`src/rtl/mult_div_unit.sv`:
```
// Iterative 32-bit signed multiply (radix-2 Booth) / divide (restoring) unit, Hi/Lo results.
// Define MULTDIV_DIV_EN to build the divider; without it DivStart is ignored and DivZero is 0.
module mult_div_unit (
    input  logic        clk,
    input  logic        reset,
    input  logic        MultStart,
    input  logic        DivStart,
    input  logic [31:0] A,
    input  logic [31:0] B,
    output logic [31:0] HiOut,
    output logic [31:0] LoOut,
    output logic        Busy,
    output logic        Done,
    output logic        DivZero
);

    typedef enum logic [1:0] {IDLE, MULT, DIV, DONE} state_t;

    state_t      state_q, state_d;
    logic [4:0]  cnt_q;
    logic [64:0] prod_q;
    logic [31:0] mcand_q;
    logic [31:0] hi_q, lo_q;
    logic        last_step;
    logic        div_go;
    logic [32:0] booth_acc;
    logic [64:0] prod_nxt;

    assign last_step = (cnt_q == 5'd31);

    // The 33-bit sum keeps the true sign (e.g. subtracting 0x80000000) and becomes the new top after the shift.
    always_comb begin
        booth_acc = {prod_q[64], prod_q[64:33]};
        case (prod_q[1:0])
            2'b01:   booth_acc = booth_acc + {mcand_q[31], mcand_q};
            2'b10:   booth_acc = booth_acc - {mcand_q[31], mcand_q};
            default: booth_acc = {prod_q[64], prod_q[64:33]};
        endcase
        prod_nxt = {booth_acc, prod_q[32:1]};
    end

`ifdef MULTDIV_DIV_EN
    logic [31:0] rem_q, quo_q, dvs_q;
    logic        qneg_q, rneg_q, dz_q;
    logic [32:0] rem_sh, rem_diff;
    logic [31:0] rem_nxt, quo_nxt;
    logic [31:0] a_mag, b_mag;

    assign div_go = DivStart & ~MultStart;
    assign a_mag  = A[31] ? -A : A;
    assign b_mag  = B[31] ? -B : B;

    always_comb begin
        rem_sh   = {rem_q, quo_q[31]};
        rem_diff = rem_sh - {1'b0, dvs_q};
        if (!rem_diff[32]) begin
            rem_nxt = rem_diff[31:0];
            quo_nxt = {quo_q[30:0], 1'b1};
        end else begin
            rem_nxt = rem_sh[31:0];
            quo_nxt = {quo_q[30:0], 1'b0};
        end
    end
`else
    logic unused_div;
    assign div_go     = 1'b0;
    assign unused_div = DivStart;
`endif

    always_ff @(posedge clk) begin
        if (reset) state_q <= IDLE;
        else       state_q <= state_d;
    end

    always_comb begin
        state_d = state_q;
        case (state_q)
            IDLE: begin
                if (MultStart)   state_d = MULT;
                else if (div_go) state_d = (B == 32'd0) ? DONE : DIV;
            end
            MULT: if (last_step) state_d = DONE;
`ifdef MULTDIV_DIV_EN
            DIV:  if (last_step) state_d = DONE;
`else
            DIV:  state_d = IDLE;
`endif
            DONE: state_d = IDLE;
            default: state_d = IDLE;
        endcase
    end

    always_comb begin
        Busy    = (state_q == MULT) || (state_q == DIV);
        Done    = (state_q == DONE);
`ifdef MULTDIV_DIV_EN
        DivZero = (state_q == DONE) && dz_q;
`else
        DivZero = 1'b0;
`endif
    end

    always_ff @(posedge clk) begin
        if (reset) begin
            cnt_q   <= '0;
            prod_q  <= '0;
            mcand_q <= '0;
            hi_q    <= '0;
            lo_q    <= '0;
`ifdef MULTDIV_DIV_EN
            rem_q   <= '0;
            quo_q   <= '0;
            dvs_q   <= '0;
            qneg_q  <= 1'b0;
            rneg_q  <= 1'b0;
            dz_q    <= 1'b0;
`endif
        end else begin
            case (state_q)
                IDLE: begin
`ifdef MULTDIV_DIV_EN
                    dz_q <= 1'b0;
`endif
                    if (MultStart) begin
                        mcand_q <= A;
                        prod_q  <= {32'd0, B, 1'b0};
                        cnt_q   <= '0;
                    end
`ifdef MULTDIV_DIV_EN
                    else if (div_go) begin
                        dz_q   <= (B == 32'd0);
                        rem_q  <= '0;
                        quo_q  <= a_mag;
                        dvs_q  <= b_mag;
                        qneg_q <= A[31] ^ B[31];
                        rneg_q <= A[31];
                        cnt_q  <= '0;
                    end
`endif
                end
                MULT: begin
                    prod_q <= prod_nxt;
                    cnt_q  <= cnt_q + 5'd1;
                    if (last_step) begin
                        hi_q <= prod_nxt[64:33];
                        lo_q <= prod_nxt[32:1];
                    end
                end
`ifdef MULTDIV_DIV_EN
                DIV: begin
                    rem_q <= rem_nxt;
                    quo_q <= quo_nxt;
                    cnt_q <= cnt_q + 5'd1;
                    // Quotient truncates toward zero; remainder takes the dividend's sign.
                    if (last_step) begin
                        lo_q <= qneg_q ? -quo_nxt : quo_nxt;
                        hi_q <= rneg_q ? -rem_nxt : rem_nxt;
                    end
                end
`endif
                default: ;
            endcase
        end
    end

    assign HiOut = hi_q;
    assign LoOut = lo_q;

endmodule

```
`config.mk`:
```
export PLATFORM = sky130hd
export DESIGN_NAME = mult_div_unit
export DESIGN_NICKNAME = d
export VERILOG_FILES = /design/src/rtl/mult_div_unit.sv
export SDC_FILE = /design/constraint.sdc
export NUM_CORES = 1
export LEC_CHECK = 0
export CAP_MARGIN = 20
export CORE_UTILIZATION = 50
export DETAILED_ROUTE_END_ITERATION = 16
export PLACE_DENSITY = 0.87
export SLEW_MARGIN = 20
export SYNTH_ARGS = -nofsm -noshare
export SYNTH_HDL_FRONTEND = slang
export SYNTH_SLANG_ARGS = --single-unit
```
`constraint.sdc`:
```
create_clock -name clk -period 4.5 [get_ports clk]
set_input_delay 0.45 -clock clk [delete_from_list [all_inputs] [get_ports clk]]
set_output_delay 0.45 -clock clk [all_outputs]
set_load 0.05 [all_outputs]
```
==> run_results.csv, run 1 <==
group,metric,value,unit
floorplan,floorplan.rows,48,
sta,clock.fmax,0.234,GHz
worst_setup_path,capturing_element_type_of_the_critical_path,"register",
yosys,postSynthRegisterBits,168,
floorplan,initial_utilization,0.514,
job,timing.max_cap.violations,0,
yosys,mappedNetlistNets,1234,
floorplan,die_area,18500,um^2
clocking,root_buf_cell,"sky130_fd_sc_hd__clkbuf_16",
worst_setup_path,beginning_of_the_worst_register_to_register_path,"mcand_q[0]$_SDFFE_PP0P_",
worst_setup_path,setup.worst_path.start_class,"register",
layout,layout.nets,1342,
place,globalplace.congestion,0.965,
route,vias_per_cell,5.75,
global_routing,global_route_wire_length_before_repair,38300,um
yosys,syn-instance-count,1126,
worst_setup_path,cp_max_fo,6,
global_routing,grt_start_max_net_pins,88,
power_and_ir_drop,post-layout-total-power,4.41,mW
yosys,async_reset_ff_frac,0,
power_and_ir_drop,vdd.ir_drop.worst,0.294,mV
route,total_routed_wire_length_on_the_met1_layer,10400,um
worst_setup_path,worstPathArrival,4630,ps
clocking,postCtsHoldBufs,0,
clocking,clock_latency,440,ps
sta,worst-slew-pin-transition,984,ps
yosys,synthDistinctLibCells,65,
power_and_ir_drop,p_leak,4.17,nW
clocking,cts_made_buffers,17,
yosys,postSynthAreaPerCell,7.96,um^2
worst_setup_path,crit_required,4860,ps
clocking,clkSinkCount,168,
layout,finish.cell_count_without_fillers,1472,
floorplan,die_x,136,um
sta,timing.final.max_slew_violations,0,
layout,drive_above_1_share,0.0754,
yosys,synth_most_common_cell,"sky130_fd_sc_hd__nand2_1",
sta,finalHoldViolations,0,
yosys,post_synth_edffs,0,
sta,relSlewSlack,0.343,
sta,rsz0062_at_grt,"yes",
layout,antenna_cells,0,
route,detailroute.wirelength.met2,11400,um
place,dp.final_hpwl,16500,um
layout,area_growth,24.6,%
route,routedWlPerCell,16.2,um
yosys,ys_top_cells_by_area,"sky130_fd_sc_hd__dfxtp_1 (38%), sky130_fd_sc_hd__nand2_1 (8.1%), sky130_fd_sc_hd__a21oi_1 (7.3%), sky130_fd_sc_hd__ha_1 (5.4%), sky130_fd_sc_hd__nor2_1 (5.4%)",
layout,postLayoutCoreUtil,0.641,
yosys,synth_largest_type_area_fraction,0.375,
route,wl_met3,1300,um
sta,final.period_utilization,0.949,
route,first_iter_violations,642,
floorplan,die_height,136,um
route,maxUsedRoutingLayer,"met4",
clocking,tritoncts_clock_tree,"done",
yosys,leading_cell_types_by_count_after_synthesis,"sky130_fd_sc_hd__nand2_1 (193), sky130_fd_sc_hd__dfxtp_1 (168), sky130_fd_sc_hd__a21oi_1 (130)",
sta,tns,0,ps
sta,timing.clock.skew,10.9,ps
global_routing,grt_usage,0.261,
clocking,clkTransAtPathRegs,80,ps
yosys,synth_sequential_area_ratio,0.375,
global_routing,overflow,0,
global_routing,grt_antenna_before_repair,0,
yosys,synth_warnings,0,
run_status,run_status,"finished clean",
sta,setup_ws,231,ps
power_and_ir_drop,pwr_density_cell,395,nW/um^2
route,post-route-drc-count,0,
sta,minimum_clock_period,4270,ps
place,detailedPlace.worstSlack,43.5,ps
clocking,h_tree_levels,4,
route,postRouteWirelength,23900,um
hold_path,hold_path.class,"reg -> reg",
floorplan,io-pin-count,135,
yosys,netlist_area,8960,um^2
hold_path,min-delay-start,"LoOut[7]$_SDFFE_PP0P_",
worst_setup_path,worst_setup_path_startpoint,"mcand_q[0]$_SDFFE_PP0P_",
sta,setup_viol,0,
global_routing,grt_pass1_vias,7834,
place,place.port_buffers,132,
route,detail_route.first_pass.iterations,6,
yosys,synth-main-ff-cell,"sky130_fd_sc_hd__dfxtp_1",
worst_setup_path,worstSetupPathType,"reg -> reg",
floorplan,core_region_area,17400,um^2
yosys,yosysTopAreaCell,"sky130_fd_sc_hd__dfxtp_1",
place,dp.cells,1436,
route,num_vias,8467,
route,detail_route_antenna_nets,0,
clocking,cts-root-to-sink-buffers,2,
-- timing repair --
item,CTS,global route
resized for setup,1,14
buffers inserted,0,3
setup endpoints to repair,1,4
pin swaps,0,6
-- worst max-delay path: stages (launching register included) --
cell,delay [ps]
sky130_fd_sc_hd__dfxtp_2,360
sky130_fd_sc_hd__inv_1,60
sky130_fd_sc_hd__ha_1,180
sky130_fd_sc_hd__nor4b_2,200
sky130_fd_sc_hd__buf_4,180
sky130_fd_sc_hd__nand4_4,170
sky130_fd_sc_hd__o21ai_1,190
sky130_fd_sc_hd__xor2_1,90
sky130_fd_sc_hd__ha_1,390
sky130_fd_sc_hd__nand4_1,140
sky130_fd_sc_hd__or4_1,490
sky130_fd_sc_hd__a211o_1,320
sky130_fd_sc_hd__a211oi_2,280
sky130_fd_sc_hd__buf_4,160
sky130_fd_sc_hd__nor2_1,40
sky130_fd_sc_hd__o21bai_1,220
sky130_fd_sc_hd__a311oi_1,140
sky130_fd_sc_hd__or3_1,370
sky130_fd_sc_hd__a211oi_1,210
-- through the flow --
stage          area, um^2  hold slack, ps
4_1_cts             11100             456
6_report            11200             456
2_1_floorplan        8960             445
3_5_place_dp        10500             445
3_3_place_gp        10500             440
5_1_grt             11200             473
-- metal layers --
layer	track usage	vias to the layer above
met5	0	-
met4	0.115	0
met3	0.0503	61
met2	0.426	269
met1	0.335	3964
li1	-	4173
-- layout by cell type, fill, tap and decap left out, types with 5 or more instances in the layout --
cell type / n
sky130_fd_sc_hd__nand3b_1: 5
sky130_fd_sc_hd__nand2b_1: 7
sky130_fd_sc_hd__inv_1: 26
sky130_fd_sc_hd__nor2b_1: 6
sky130_fd_sc_hd__xnor2_1: 35
sky130_fd_sc_hd__nand4_1: 5
sky130_fd_sc_hd__a21boi_0: 6
sky130_fd_sc_hd__buf_4: 31
sky130_fd_sc_hd__clkdlybuf4s50_1: 131
sky130_fd_sc_hd__dfxtp_1: 166
sky130_fd_sc_hd__a211oi_1: 53
sky130_fd_sc_hd__ha_1: 38
sky130_fd_sc_hd__a22oi_1: 17
sky130_fd_sc_hd__xor2_1: 18
sky130_fd_sc_hd__clkbuf_16: 17
sky130_fd_sc_hd__mux2i_1: 44
sky130_fd_sc_hd__a21oi_1: 130
sky130_fd_sc_hd__inv_8: 6
sky130_fd_sc_hd__o21ai_0: 40
sky130_fd_sc_hd__nor2_1: 127
sky130_fd_sc_hd__o31ai_1: 5
sky130_fd_sc_hd__nand2_1: 193
sky130_fd_sc_hd__a21o_1: 15
sky130_fd_sc_hd__nand3_1: 8
sky130_fd_sc_hd__a311oi_1: 5
sky130_fd_sc_hd__and3_1: 5
sky130_fd_sc_hd__nor3_1: 19
sky130_fd_sc_hd__a2bb2oi_1: 5
-- cell families after synthesis --
logic type                 count (synthesis)  synth area share
AOI/OAI and AO/OA                        315             0.221
xor gates and xnor gates                  53            0.0518
adders and majority gates                 40            0.0567
buffers and inverters                    102            0.0490
DFF                                      168             0.375
muxes                                     46            0.0517
other                                      1          0.000419
and+or+nand+nor                          401             0.194
-- worst paths after layout --
kind,to,depth (start not counted),slack [ps]
max,HiOut[29]$_SDFFE_PP0P_,18,230
min,LoOut[7]$_SDFFE_PP0P_,2,460
max reg2reg,HiOut[29]$_SDFFE_PP0P_,18,230
min reg2reg,LoOut[7]$_SDFFE_PP0P_,2,460
-- power by group --
part           total [mW]  switching [mW]  internal [mW]  leakage [nW]
sequential           1.65          0.0809           1.57          1.37
clock                1.46           0.700          0.758         0.285
combinational        1.30           0.765          0.532          2.52
total                4.41            1.55           2.86          4.17
-- layout make-up --
class                      count  area, um^2
multi-input combinational    856        5240
clock buffer                  18         439
inverter                      27         101
sequential                   168        3370
tap                          225         282
clock inverter                14         150
timing repair buffer         164        1590
fill                        1433        6250
-- registers in the layout (all words and copies together), names as in the netlist --
signal   cells
prod_q      65
HiOut       32
LoOut       32
mcand_q     32
cnt_q        5
state_q      2
Power figures use the tool's default switching activity.
==> inputs of run 2 (changes only) <==
- CORE_UTILIZATION: 50 -> 51
- CTS_BUF_LIST: default -> sky130_fd_sc_hd__clkbuf_8
- PLACE_DENSITY: 0.87 -> 0.88
- SKIP_CTS_REPAIR_TIMING: default -> 1
==> run 2 against run 1 <==
Clock skew up 4.4 ps. Global-route usage down 0.16 points. Routed wire length down 2.3%. Cell count down 0.54%. Critical path depth up 1. Critical path type unchanged. Sequential share of layout area up 0.78 points. Maximum frequency down 2.1%. Non-clock buffer count down 8. Count of clock-buffer cells in the layout down 1. Worst setup slack worse by 91 ps.
==> run_results.csv, run 2 (synthesis results as in run 1) <==
group,metric,value,unit
layout,layout.cells.most_common,"sky130_fd_sc_hd__nand2_1",
clocking,root_buf_cell,"sky130_fd_sc_hd__clkbuf_8",
place,globalplace.congestion,0.936,
clocking,tritoncts_clock_tree,"done",
layout,area_of_the_multi_input_gates,5240,um^2
global_routing,global_route_wire_length_before_repair,37500,um
route,first_iter_violations,759,
sta,finalHoldViolations,0,
layout,drive_above_1_share,0.0694,
power_and_ir_drop,p_leak,4.04,nW
worst_setup_path,setup.worst_path.start_class,"register",
sta,setup_viol,0,
run_status,run_status,"finished clean",
layout,postLayoutCoreUtil,0.631,
sta,final.period_utilization,0.969,
worst_setup_path,cpPeakStageDelay,520,ps
floorplan,die_height,135,um
clocking,clkTransAtPathRegs,90,ps
floorplan,die_x,135,um
worst_setup_path,crit_required,4880,ps
place,postPlaceCellArea,10400,um^2
sta,clock.fmax,0.229,GHz
sta,worst-slew-pin-transition,969,ps
place,place.port_buffers,132,
power_and_ir_drop,pwr_density_cell,369,nW/um^2
clocking,cts_made_buffers,17,
clocking,cts-root-to-sink-buffers,2,
sta,minimum_clock_period,4360,ps
global_routing,grt_usage,0.260,
worst_setup_path,cp_top_family,"simple AND/OR/NAND/NOR gates",
layout,filler_cell_count,1414,
floorplan,io-pin-count,135,
global_routing,grt_start_max_net_pins,83,
place,dp.final_hpwl,16300,um
power_and_ir_drop,vdd.ir_drop.worst,0.223,mV
route,detail_route.first_pass.iterations,5,
layout,layout.nets,1334,
global_routing,grt_pass1_vias,7725,
floorplan,die_area,18100,um^2
clocking,clock_latency,480,ps
worst_setup_path,crit_path_cell_trace,"inv_1 > ha_1 > nor4b_2 > buf_4 > nand4_4 > nor2_2 > nor2_1 > xnor2_1 > ha_1 > nand2_1 > or4_1 > a211o_1 > a211oi_2 > buf_4 > nor2_1 > o21bai_1 > a311oi_1 > or3_1 > a211oi_2",
floorplan,floorplan.rows,48,
sta,timing.clock.skew,15.4,ps
clocking,h_tree_levels,4,
clocking,clkSinkCount,168,
layout,layout.area.seq,3360,um^2
global_routing,grt_antenna_before_repair,0,
route,post-route-drc-count,0,
layout,antenna_cells,0,
route,num_vias,8343,
sta,relSlewSlack,0.354,
job,timing.max_cap.violations,0,
worst_setup_path,worstPathArrival,4740,ps
sta,timing.final.max_slew_violations,0,
layout,top_register,"prod_q",
route,routedWlPerCell,16.0,um
hold_path,hold_path.class,"reg -> reg",
layout,most_used_cells_in_the_layout_excluding_fill_and_tap_cells,"sky130_fd_sc_hd__nand2_1 (193), sky130_fd_sc_hd__dfxtp_1 (167), sky130_fd_sc_hd__clkdlybuf4s50_1 (131), sky130_fd_sc_hd__a21oi_1 (130), sky130_fd_sc_hd__nor2_1 (127)",
worst_setup_path,buffer_and_inverter_count_on_the_worst_path,3,
route,vias_per_cell,5.70,
global_routing,overflow,0,
floorplan,initial_utilization,0.520,
worst_setup_path,worstSetupPathType,"reg -> reg",
floorplan,core_region_area,17200,um^2
layout,area_growth,21.4,%
worst_setup_path,capturing_element_type_of_the_critical_path,"register",
route,postRouteWirelength,23400,um
layout,largest_reg_flops,65,
layout,layout.cell_area.non_filler,10900,um^2
worst_setup_path,cp_max_fo,5,
worst_setup_path,cp_slowest_cell,"sky130_fd_sc_hd__or4_1",
sta,rsz0062_at_grt,"yes",
route,detail_route_antenna_nets,0,
## run 2: cell count changes in the layout (fill, tap and decap cells not counted), sizes merged
cell and delta:
buf -8, bufinv +1, clkbuf -1, clkinv +2, inv -2
## run 2: layer usage
layer	share of wire	routed length [um]	track usage
met2	0.48	11200	0.442
met4	0.027	641	0.0968
met3	0.067	1560	0.0518
met5	0	0	0
met1	0.43	9970	0.325
## run 2: tightest hold or removal path, delay by kind of cell (launching register included)
kind | cells | cell delay [ps]
DFF | 1 | 320
and+or+nand+nor | 1 | 50
AOI/OAI and AO/OA | 1 | 50
## run 2: report_power, final
| group | total (mW) | switching (mW) | internal (mW) |
|---|---|---|---|
| registers | 1.65 | 0.0816 | 1.57 |
| logic | 1.28 | 0.763 | 0.515 |
| clock network | 1.09 | 0.626 | 0.460 |
## run 2: area by class of cell
class,instances,area share
multi-input combinational,856,0.482
sequential,168,0.309
timing repair buffer,156,0.138
tap,225,0.0259
clock buffer,17,0.0215
clock inverter,15,0.0148
inverter,27,0.00931
## run 2: worst paths after layout
path / startpoint / endpoint / slack [ps] / cells after the start
min reg2reg: LoOut[31]$_SDFFE_PP0P_ / LoOut[31]$_SDFFE_PP0P_ / 460 / 2
max reg2reg: mcand_q[1]$_SDFFE_PP0P_ / HiOut[29]$_SDFFE_PP0P_ / 140 / 19
min: LoOut[31]$_SDFFE_PP0P_ / LoOut[31]$_SDFFE_PP0P_ / 460 / 2
max: mcand_q[1]$_SDFFE_PP0P_ / HiOut[29]$_SDFFE_PP0P_ / 140 / 19
## run 2: through the flow
stage	hold slack, ps	std cells	setup TNS [ps]	setup slack (ps)	power [mW]
finish	456	1464	0	140	4.02
global route	475	1464	-41.7	-41.7	4.23
CTS	459	1463	-59.5	-59.5	3.99
detailed placement	446	1431	-14.8	-14.8	2.91
global placement	441	1431	0	200	2.87
floorplan	445	1126	0	51.5	2.58
